<file path="src/rtl/adder_arbiter.sv">
// Round-robin arbiter/sequencer sharing one sync_adder among NUM_REQ requesters.
// Define ADDER_ARB_FIXED_PRIO_EN to replace round-robin with fixed lowest-index priority.
module adder_arbiter #(
    parameter int WIDTH   = 8,
    parameter int NUM_REQ = 4,
    parameter int IDX_W   = (NUM_REQ > 1) ? $clog2(NUM_REQ) : 1
) (
    input  logic                     clk,
    input  logic                     rst_n,
    input  logic [NUM_REQ-1:0]       req_valid_i,
    output logic [NUM_REQ-1:0]       req_ready_o,
    input  logic [NUM_REQ*WIDTH-1:0] req_a_i,
    input  logic [NUM_REQ*WIDTH-1:0] req_b_i,
    output logic [NUM_REQ-1:0]       rsp_valid_o,
    input  logic [NUM_REQ-1:0]       rsp_ready_i,
    output logic [WIDTH:0]           rsp_sum_o,
    output logic                     add_enable_o,
    output logic [WIDTH-1:0]         add_a_o,
    output logic [WIDTH-1:0]         add_b_o,
    input  logic [WIDTH:0]           add_sum_i,
    input  logic                     add_valid_i,
    output logic                     busy_o
);

    typedef enum logic [1:0] {
        S_IDLE  = 2'd0,
        S_ISSUE = 2'd1,
        S_WAIT  = 2'd2,
        S_RESP  = 2'd3
    } state_e;

    state_e               state_q, state_d;
    logic [IDX_W-1:0]     owner_q, owner_d;
    logic [WIDTH-1:0]     op_a_q, op_a_d;
    logic [WIDTH-1:0]     op_b_q, op_b_d;
    logic [WIDTH:0]       sum_q, sum_d;
    logic                 add_en_q, add_en_d;
    logic [NUM_REQ-1:0]   rsp_vld_q, rsp_vld_d;
    logic                 busy_q, busy_d;
`ifndef ADDER_ARB_FIXED_PRIO_EN
    logic [IDX_W-1:0]     ptr_q, ptr_d;
`endif

    logic                 grant_found;
    logic [IDX_W-1:0]     grant_idx;
    logic [WIDTH-1:0]     slice_a [NUM_REQ];
    logic [WIDTH-1:0]     slice_b [NUM_REQ];

    always_comb begin
        for (int i = 0; i < NUM_REQ; i++) begin
            slice_a[i] = req_a_i[i*WIDTH +: WIDTH];
            slice_b[i] = req_b_i[i*WIDTH +: WIDTH];
        end
    end

`ifdef ADDER_ARB_FIXED_PRIO_EN
    // Descending scan so the lowest asserted index is the last one written.
    always_comb begin
        grant_found = 1'b0;
        grant_idx   = '0;
        for (int i = NUM_REQ - 1; i >= 0; i--) begin
            if (req_valid_i[IDX_W'(i)]) begin
                grant_found = 1'b1;
                grant_idx   = IDX_W'(i);
            end
        end
    end
`else
    // Scan offsets from ptr downward so the smallest offset from ptr wins.
    always_comb begin
        int               pos;
        logic [IDX_W-1:0] cand;
        pos         = 0;
        cand        = '0;
        grant_found = 1'b0;
        grant_idx   = '0;
        for (int off = NUM_REQ - 1; off >= 0; off--) begin
            pos = int'(ptr_q) + off;
            if (pos >= NUM_REQ) begin
                pos = pos - NUM_REQ;
            end
            cand = IDX_W'(pos);
            if (req_valid_i[cand]) begin
                grant_found = 1'b1;
                grant_idx   = cand;
            end
        end
    end
`endif

    always_comb begin
        state_d     = state_q;
        owner_d     = owner_q;
        op_a_d      = op_a_q;
        op_b_d      = op_b_q;
        sum_d       = sum_q;
        add_en_d    = 1'b0;
        rsp_vld_d   = rsp_vld_q;
        req_ready_o = '0;
`ifndef ADDER_ARB_FIXED_PRIO_EN
        ptr_d       = ptr_q;
`endif
        case (state_q)
            S_IDLE: begin
                if (grant_found) begin
                    // Gated by rst_n so req_ready reads 0 while reset is held.
                    req_ready_o[grant_idx] = rst_n;
                    owner_d  = grant_idx;
                    op_a_d   = slice_a[grant_idx];
                    op_b_d   = slice_b[grant_idx];
                    add_en_d = 1'b1;
                    state_d  = S_ISSUE;
                end
            end
            S_ISSUE: begin
                state_d = S_WAIT;
            end
            S_WAIT: begin
                if (add_valid_i) begin
                    sum_d     = add_sum_i;
                    rsp_vld_d = NUM_REQ'(1) << owner_q;
                    state_d   = S_RESP;
                end
            end
            S_RESP: begin
                if (rsp_ready_i[owner_q]) begin
                    rsp_vld_d = '0;
                    state_d   = S_IDLE;
`ifndef ADDER_ARB_FIXED_PRIO_EN
                    ptr_d     = (owner_q == IDX_W'(NUM_REQ - 1)) ? '0 : owner_q + 1'b1;
`endif
                end
            end
            default: begin
                state_d   = S_IDLE;
                rsp_vld_d = '0;
            end
        endcase
        busy_d = (state_d != S_IDLE);
    end

    always_ff @(posedge clk or negedge rst_n) begin
        if (!rst_n) begin
            state_q   <= S_IDLE;
            owner_q   <= '0;
            op_a_q    <= '0;
            op_b_q    <= '0;
            sum_q     <= '0;
            add_en_q  <= 1'b0;
            rsp_vld_q <= '0;
            busy_q    <= 1'b0;
`ifndef ADDER_ARB_FIXED_PRIO_EN
            ptr_q     <= '0;
`endif
        end else begin
            state_q   <= state_d;
            owner_q   <= owner_d;
            op_a_q    <= op_a_d;
            op_b_q    <= op_b_d;
            sum_q     <= sum_d;
            add_en_q  <= add_en_d;
            rsp_vld_q <= rsp_vld_d;
            busy_q    <= busy_d;
`ifndef ADDER_ARB_FIXED_PRIO_EN
            ptr_q     <= ptr_d;
`endif
        end
    end

    // The adder sees the operand registers directly; add_enable qualifies them.
    assign add_enable_o = add_en_q;
    assign add_a_o      = op_a_q;
    assign add_b_o      = op_b_q;
    assign rsp_valid_o  = rsp_vld_q;
    assign rsp_sum_o    = sum_q;
    assign busy_o       = busy_q;

    a_req_ready_onehot: assert property (@(posedge clk) disable iff (!rst_n)
        $onehot0(req_ready_o));
    a_rsp_valid_onehot: assert property (@(posedge clk) disable iff (!rst_n)
        $onehot0(rsp_valid_o));
    a_rsp_sum_stable: assert property (@(posedge clk) disable iff (!rst_n)
        (state_q == S_RESP && state_d == S_RESP) |=> $stable(rsp_sum_o));

endmodule

</file>
<file path="config.mk">
export PLATFORM = sky130hd
export DESIGN_NAME = adder_arbiter
export DESIGN_NICKNAME = d
export VERILOG_FILES = /design/src/rtl/adder_arbiter.sv
export SDC_FILE = /design/constraint.sdc
export NUM_CORES = 1
export LEC_CHECK = 0
export ABC_AREA = 1
export CORE_ASPECT_RATIO = 1.5
export CORE_MARGIN = 2
export CORE_UTILIZATION = 42
export DETAILED_ROUTE_END_ITERATION = 6
export MAX_ROUTING_LAYER = met4
export PLACE_DENSITY = 0.84
export SKIP_LAST_GASP = 1
export SLEW_MARGIN = 5
export SYNTH_ARGS = -nofsm -noshare
export SYNTH_HDL_FRONTEND = slang
export SYNTH_SLANG_ARGS = --single-unit
</file>
<file path="constraint.sdc">
create_clock -name clk -period 2.2 [get_ports clk]
set_input_delay 0.33 -clock clk [delete_from_list [all_inputs] [get_ports clk]]
set_output_delay 0.33 -clock clk [all_outputs]
set_load 0.05 [all_outputs]
</file>
======== Yosys cells after proc, flatten, opt, wreduce, memory -nomap -nowiden ========
Cells that the tools add are included.
storage, ports and cells
  register bits after elaboration ......... 37
  logic and storage cells ................. 88
operators by class
  $add $sub $neg .......................... 8
  order comparisons ....................... 12
  equal/unequal tests ..................... 6
  shifts and indexed selects .............. 1
  muxes and demuxes ....................... 42
  bitwise operators ....................... 2
  reduce and logical (&&, ||, !) cells .... 8
operator list
  cell                   count
  $bmux W8 S2            2
  $mux W8                4
  $mux W2                12
  $lt A2 B3 Y1 const B   6
  $mux W4                4
  $ge A3 B3 Y1 const B   4
  $mux W1                12
  $bmux W1 S2            5
  $pmux W2 S4            1
  $pmux W4 S2            1
  $sub A2 B1 Y2 const B  4
  $add A2 B2 Y3 const B  2
  $eq A2 B2 Y1 const B   3
  $reduce_and A2 Y1      3
  $and A4 B4 Y4          1
  $ne A2 B2 Y1 const B   2
  $reduce_bool A2 Y1     2
  $shl A1 B2 Y4 const A  1
  $add A2 B1 Y3 const B  1
  $ge A2 B3 Y1 const B   1
  $not A2 Y3             1
  $reduce_and A3 Y1      1
  $add A2 B1 Y2 const B  1
  $demux W1 S2           1
  other kinds (4)        4

======== Depth between registers and ports, before layout ========
  word-level depth ........................ 16
  gate-level depth with buffers ........... 17

======== Worst setup path after synthesis ========
OpenSTA, ideal clock, no wires.
  path kind ............................... register to output
  start ................................... register ptr_q[0]
  end ..................................... output port req_ready_o[2]
  arrival ................................. 2386 ps
  path slack .............................. -516 ps
  cell stages (with the launch flop) ...... 12
  path through ............................ dfrtp_1 > buf_6 > inv_4 > nand2_2 > nand3_1 > nand2_2 > o21ai_1 > nand2_1 > nand2_1 > nand2_4 > buf_2 > nor3_1
on the way
  word-level cells in the longest chain between the ends .. 16
  elaborated cells on any way between the ends .. 39
  classes of those cells .................. add/sub: 7; order compare: 6; mux: 24; bitwise: 1; reduce/logical: 1
RTL lines
  what                                                                RTL line  text
  from (decl)                                                         41        logic [IDX_W-1:0] ptr_q, ptr_d;
  from (signal assigned)                                              165       ptr_q <= ptr_d;
  $add A2 B2 Y3                                                       78        pos = int'(ptr_q) + off;
  $ge A3 B3 Y1 or $sub A2 B1 Y2 (tied branches)                       79, 80
  $mux W2                                                             79        if (pos >= NUM_REQ) begin
  $bmux W1 S2                                                         83        if (req_valid_i[cand]) begin
  $mux W1 (not written as such)                                       83
  $mux W2 (4 in a row)                                                83
  $lt A2 B3 Y1 (not written as such) or $ge A2 B1 Y1 (tied branches)  107       req_ready_o[grant_idx] = rst_n;
  $logic_and A1 B1 Y1 (not written as such)                           107
  $mux W1 (not written as such)                                       107
  $demux W1 S2                                                        107
  $and A4 B4 Y4 (no source line)                                      n/a
  $mux W4 (*)                                                         105       if (grant_found) begin
  $mux W4 (*)                                                         103       case (state_q)
  to (decl)                                                           11        output logic [NUM_REQ-1:0] req_ready_o,
Mark *: on every way between the ends. The rest lies on a longest branch, timed or not. The select of a mux whose other input is x is not followed.

======== Final worst setup path ========
  start ................................... register ptr_q[0]
  end ..................................... output port req_ready_o[1]
Same word-level chain as after synthesis.

==> impl_metrics.tcl <==
set metrics [dict create \
    status "finished with violations" \
    violations "negative setup slack" \
    slew_headroom 0.618 \
    rr_startpoint "ptr_q[0]" \
    io_buffers 118 \
    finalCritPeriodShare 1.10 \
    placed_cells 550 \
    antenna_found_initial 0 \
    dieArea_um2 6730 \
    fin_setup_tns_ps -779 \
    clockBufferDepth 2 \
    fin_hold_ws_ps 137 \
    cts_tree "done" \
    cap_violations 0 \
    synth_top_area_frac 0.363 \
    syn_avg_cell_area_um2 6.97 \
    regArea_um2 928 \
    pin_count 119 \
    worst_pin_slew_ps 572 \
    preCtsSetupSlack_ps -143 \
    crit_buf_inv 3 \
    clk_pin_slew_ps 80 \
    hold_viol 0 \
    total_power_mw 6.49 \
    core_um2 5830 \
    end_kind "output port" \
    cts-buffers-inserted 5 \
    fillers 470 \
    drt-vias-per-instance 4.85 \
    gp_congestion 0.908 \
    synth_area_um2 2550 \
    timing.rr.end "state_q[0]" \
    fin_skew_ps 8.59 \
    p_seq_frac 0.187 \
    totalWireLength_um 7360 \
    reg2reg_slack_ps 120 \
    dr.pass1.iters 6 \
    p_int_mw 2.98 \
    worstPathArrival_ps 2090 \
    p_per_area_nw_per_um2 1590 \
    fin_ws_ps -219 \
    fin_nets 582 \
    postSynthCellCount 366 \
    ctsHtreeMaxLevel 2 \
    final.min_clock_period_ps 2420 \
    syn_nets 454 \
    grt_util_all_layers 0.224 \
    rsz0062_at_grt "true" \
    r2r_cells 9 \
    fp.dieH_um 99.5 \
    pwr-share-comb 0.742 \
    ys_top_cells_by_area "dfrtp_1 (36%), nand2_1 (20%), nand3_1 (12%)" \
    hold_path.class "in -> async" \
    wl_per_cell_um 13.0 \
    worst_path_max_delay_cell "dfrtp_2" \
    vias 2749 \
    areaGrowthSynthToFinish_pct 59.9 \
    num_rows 34 \
    p_sw_mw 3.51 \
    crit_top_cell "nand2_2" \
    cp_max_fo 6 \
    drtAntennaViolNets 0 \
    final_cells 567 \
    grt_max_degree 38 \
    root_buffer "clkbuf_8" \
    path_delay_family "simple AND/OR/NAND/NOR gates" \
    cts.sinks 37 \
    final_core_util 0.700 \
    synth_warnings 0 \
    grt_pass1_vias 2505 \
    power_leakage_nw 2.05 \
    cpPeakStageDelay_ps 480 \
    multiInputGateArea_um2 1390 \
    synth_area_leader_cell "dfrtp_1" \
    crit_chain "buf_6, nand2_1, o21ai_2, nand2_2, nand3_4, nand2_2, nand2_4, nand2_8, clkinvlp_4, nor3_4, buf_12" \
    drcViolationCount 0 \
    placed_cell_area_um2 3850 \
    final_layout_size_suffix_gt1_frac 0.180 \
    ys_ff_latch 37 \
    setup.worst_path.class "reg -> out" \
    synthDistinctLibCells 26 \
    n_antenna_cell 0 \
    initial_utilization 0.438 \
    max_freq_mhz 413 \
    crit_required_ps 1870 \
    setup_viol 4 \
    dp_hpwl_um 5520 \
    worstSetupStartpointType "register" \
    ir_drop_mv 0.635 \
    drv_slew 0 \
    pwr-share-clk 0.072 \
    first_iter_violations 150 \
    seq_area_frac_synth 0.363 \
    die_w_um 67.7 \
    clk_latency_ps 290 \
    grt_first_pass_wirelength_um 11400 \
    stdcell_area_um2 4080 \
    p_sw_frac 0.542 \
    grt-ovfl-total 0 \
]
## worst reg2reg max path, stage by stage (launching register included)
cell and delay, ps:
dfrtp_2 470, buf_6 130, nand2_4 60, buf_4 130, a22o_1 190, nor3_1 250, nor2_2 80, buf_4 220
inv_2 260, nand3_1 140
## layout by cell type, fill, tap and decap left out, types with 2 or more instances in the layout
cell and instances:
clkinvlp_4 2, mux2_2 9, nand2_4 4, inv_4 2, clkinv_2 2, ha_1 4, nand3_4 3, o21ai_0 8
nor2_1 2, clkbuf_8 5, buf_6 2, buf_4 18, nor3_4 4, clkdlybuf4s50_1 113, nand3_2 3, dfrtp_2 2
nand2_2 19, inv_1 45, nand3_1 58, dfrtp_1 35, inv_2 5, buf_12 4, nand2_1 136
## synth_stat cells
library cell	number
nor2_1	3
inv_4	2
o21ai_1	2
o21ai_2	1
inv_2	3
buf_8	1
ha_1	4
mux2_2	9
nand3_4	2
buf_2	8
a21oi_1	1
nand2_1	139
nand2_2	18
dfrtp_1	37
a22o_1	1
buf_4	2
nand2_4	2
o21ai_0	8
buf_6	4
nand2_8	1
nor3_1	5
nand3_1	60
inv_1	48
nand3_2	2
clkbuf_1	2
nand3b_1	1
## power by group through the flow
stage	Combinational [mW]	Clock [mW]	Sequential [mW]
floorplan	2.45	0	2.09
global placement	4.42	0	1.22
detailed placement	4.48	0	1.23
CTS	4.54	0.467	1.22
global route	5.25	0.499	1.24
finish	4.81	0.465	1.21
## worst max-delay path by stage
stage / cells after the start / end / slack (ps) / from
after floorplan: 13 / req_ready_o[3] / -110 / ptr_q[0]
after global placement: 12 / req_ready_o[3] / -70 / req_valid_i[3]
after detailed placement: 12 / req_ready_o[3] / -140 / req_valid_i[3]
after CTS: 12 / req_ready_o[3] / -100 / ptr_q[0]
after global routing: 11 / req_ready_o[1] / -310 / ptr_q[0]
final: 11 / req_ready_o[1] / -220 / ptr_q[0]
## cell type report
| cell class | count | area share |
|---|---|---|
| inverter | 53 | 0.0509 |
| sequential | 37 | 0.228 |
| multi-input combinational | 259 | 0.342 |
| timing repair buffer | 138 | 0.337 |
| clock buffer | 5 | 0.0169 |
| tap | 72 | 0.0221 |
| clock inverter | 3 | 0.00429 |
## per-layer routing
metal / vias up / global-route usage / wire length (um)
met5: - / - / 0
met1: 1238 / 0.255 / 2830
met4: 0 / 0.0722 / 157
met3: 19 / 0.0238 / 375
li1: 1385 / - / -
met2: 107 / 0.397 / 3990
## timing repair
action	in CTS	in global routing
pin swaps	2	9
hold endpoints to repair	0	0
gates resized for setup	5	18
hold buffers	0	0
setup endpoints to repair	4	4
gates cloned	0	0
buffers inserted	1	8
## cell families (layout without fill, tap and decap cells)
| family | after synthesis | in the layout | synth area share |
|---|---|---|---|
| AO/OA/AOI/OAI | 13 | 13 | 0.0284 |
| buffers and inverters | 70 | 199 | 0.128 |
| AND/OR/NAND/NOR | 233 | 233 | 0.422 |
| multiplexers | 9 | 9 | 0.0397 |
| flip-flops | 37 | 37 | 0.363 |
| adder cells (fa/ha/maj) | 4 | 4 | 0.0196 |
## state kept, by name, summed over array words and instances, names as in the netlist
signal        count
state_q           2
rsp_valid_o       4
add_a_o           8
add_enable_o      1
owner_q           2
rsp_sum_o         9
add_b_o           8
ptr_q             2
busy_o            1
Power figures use the tool's default switching activity.
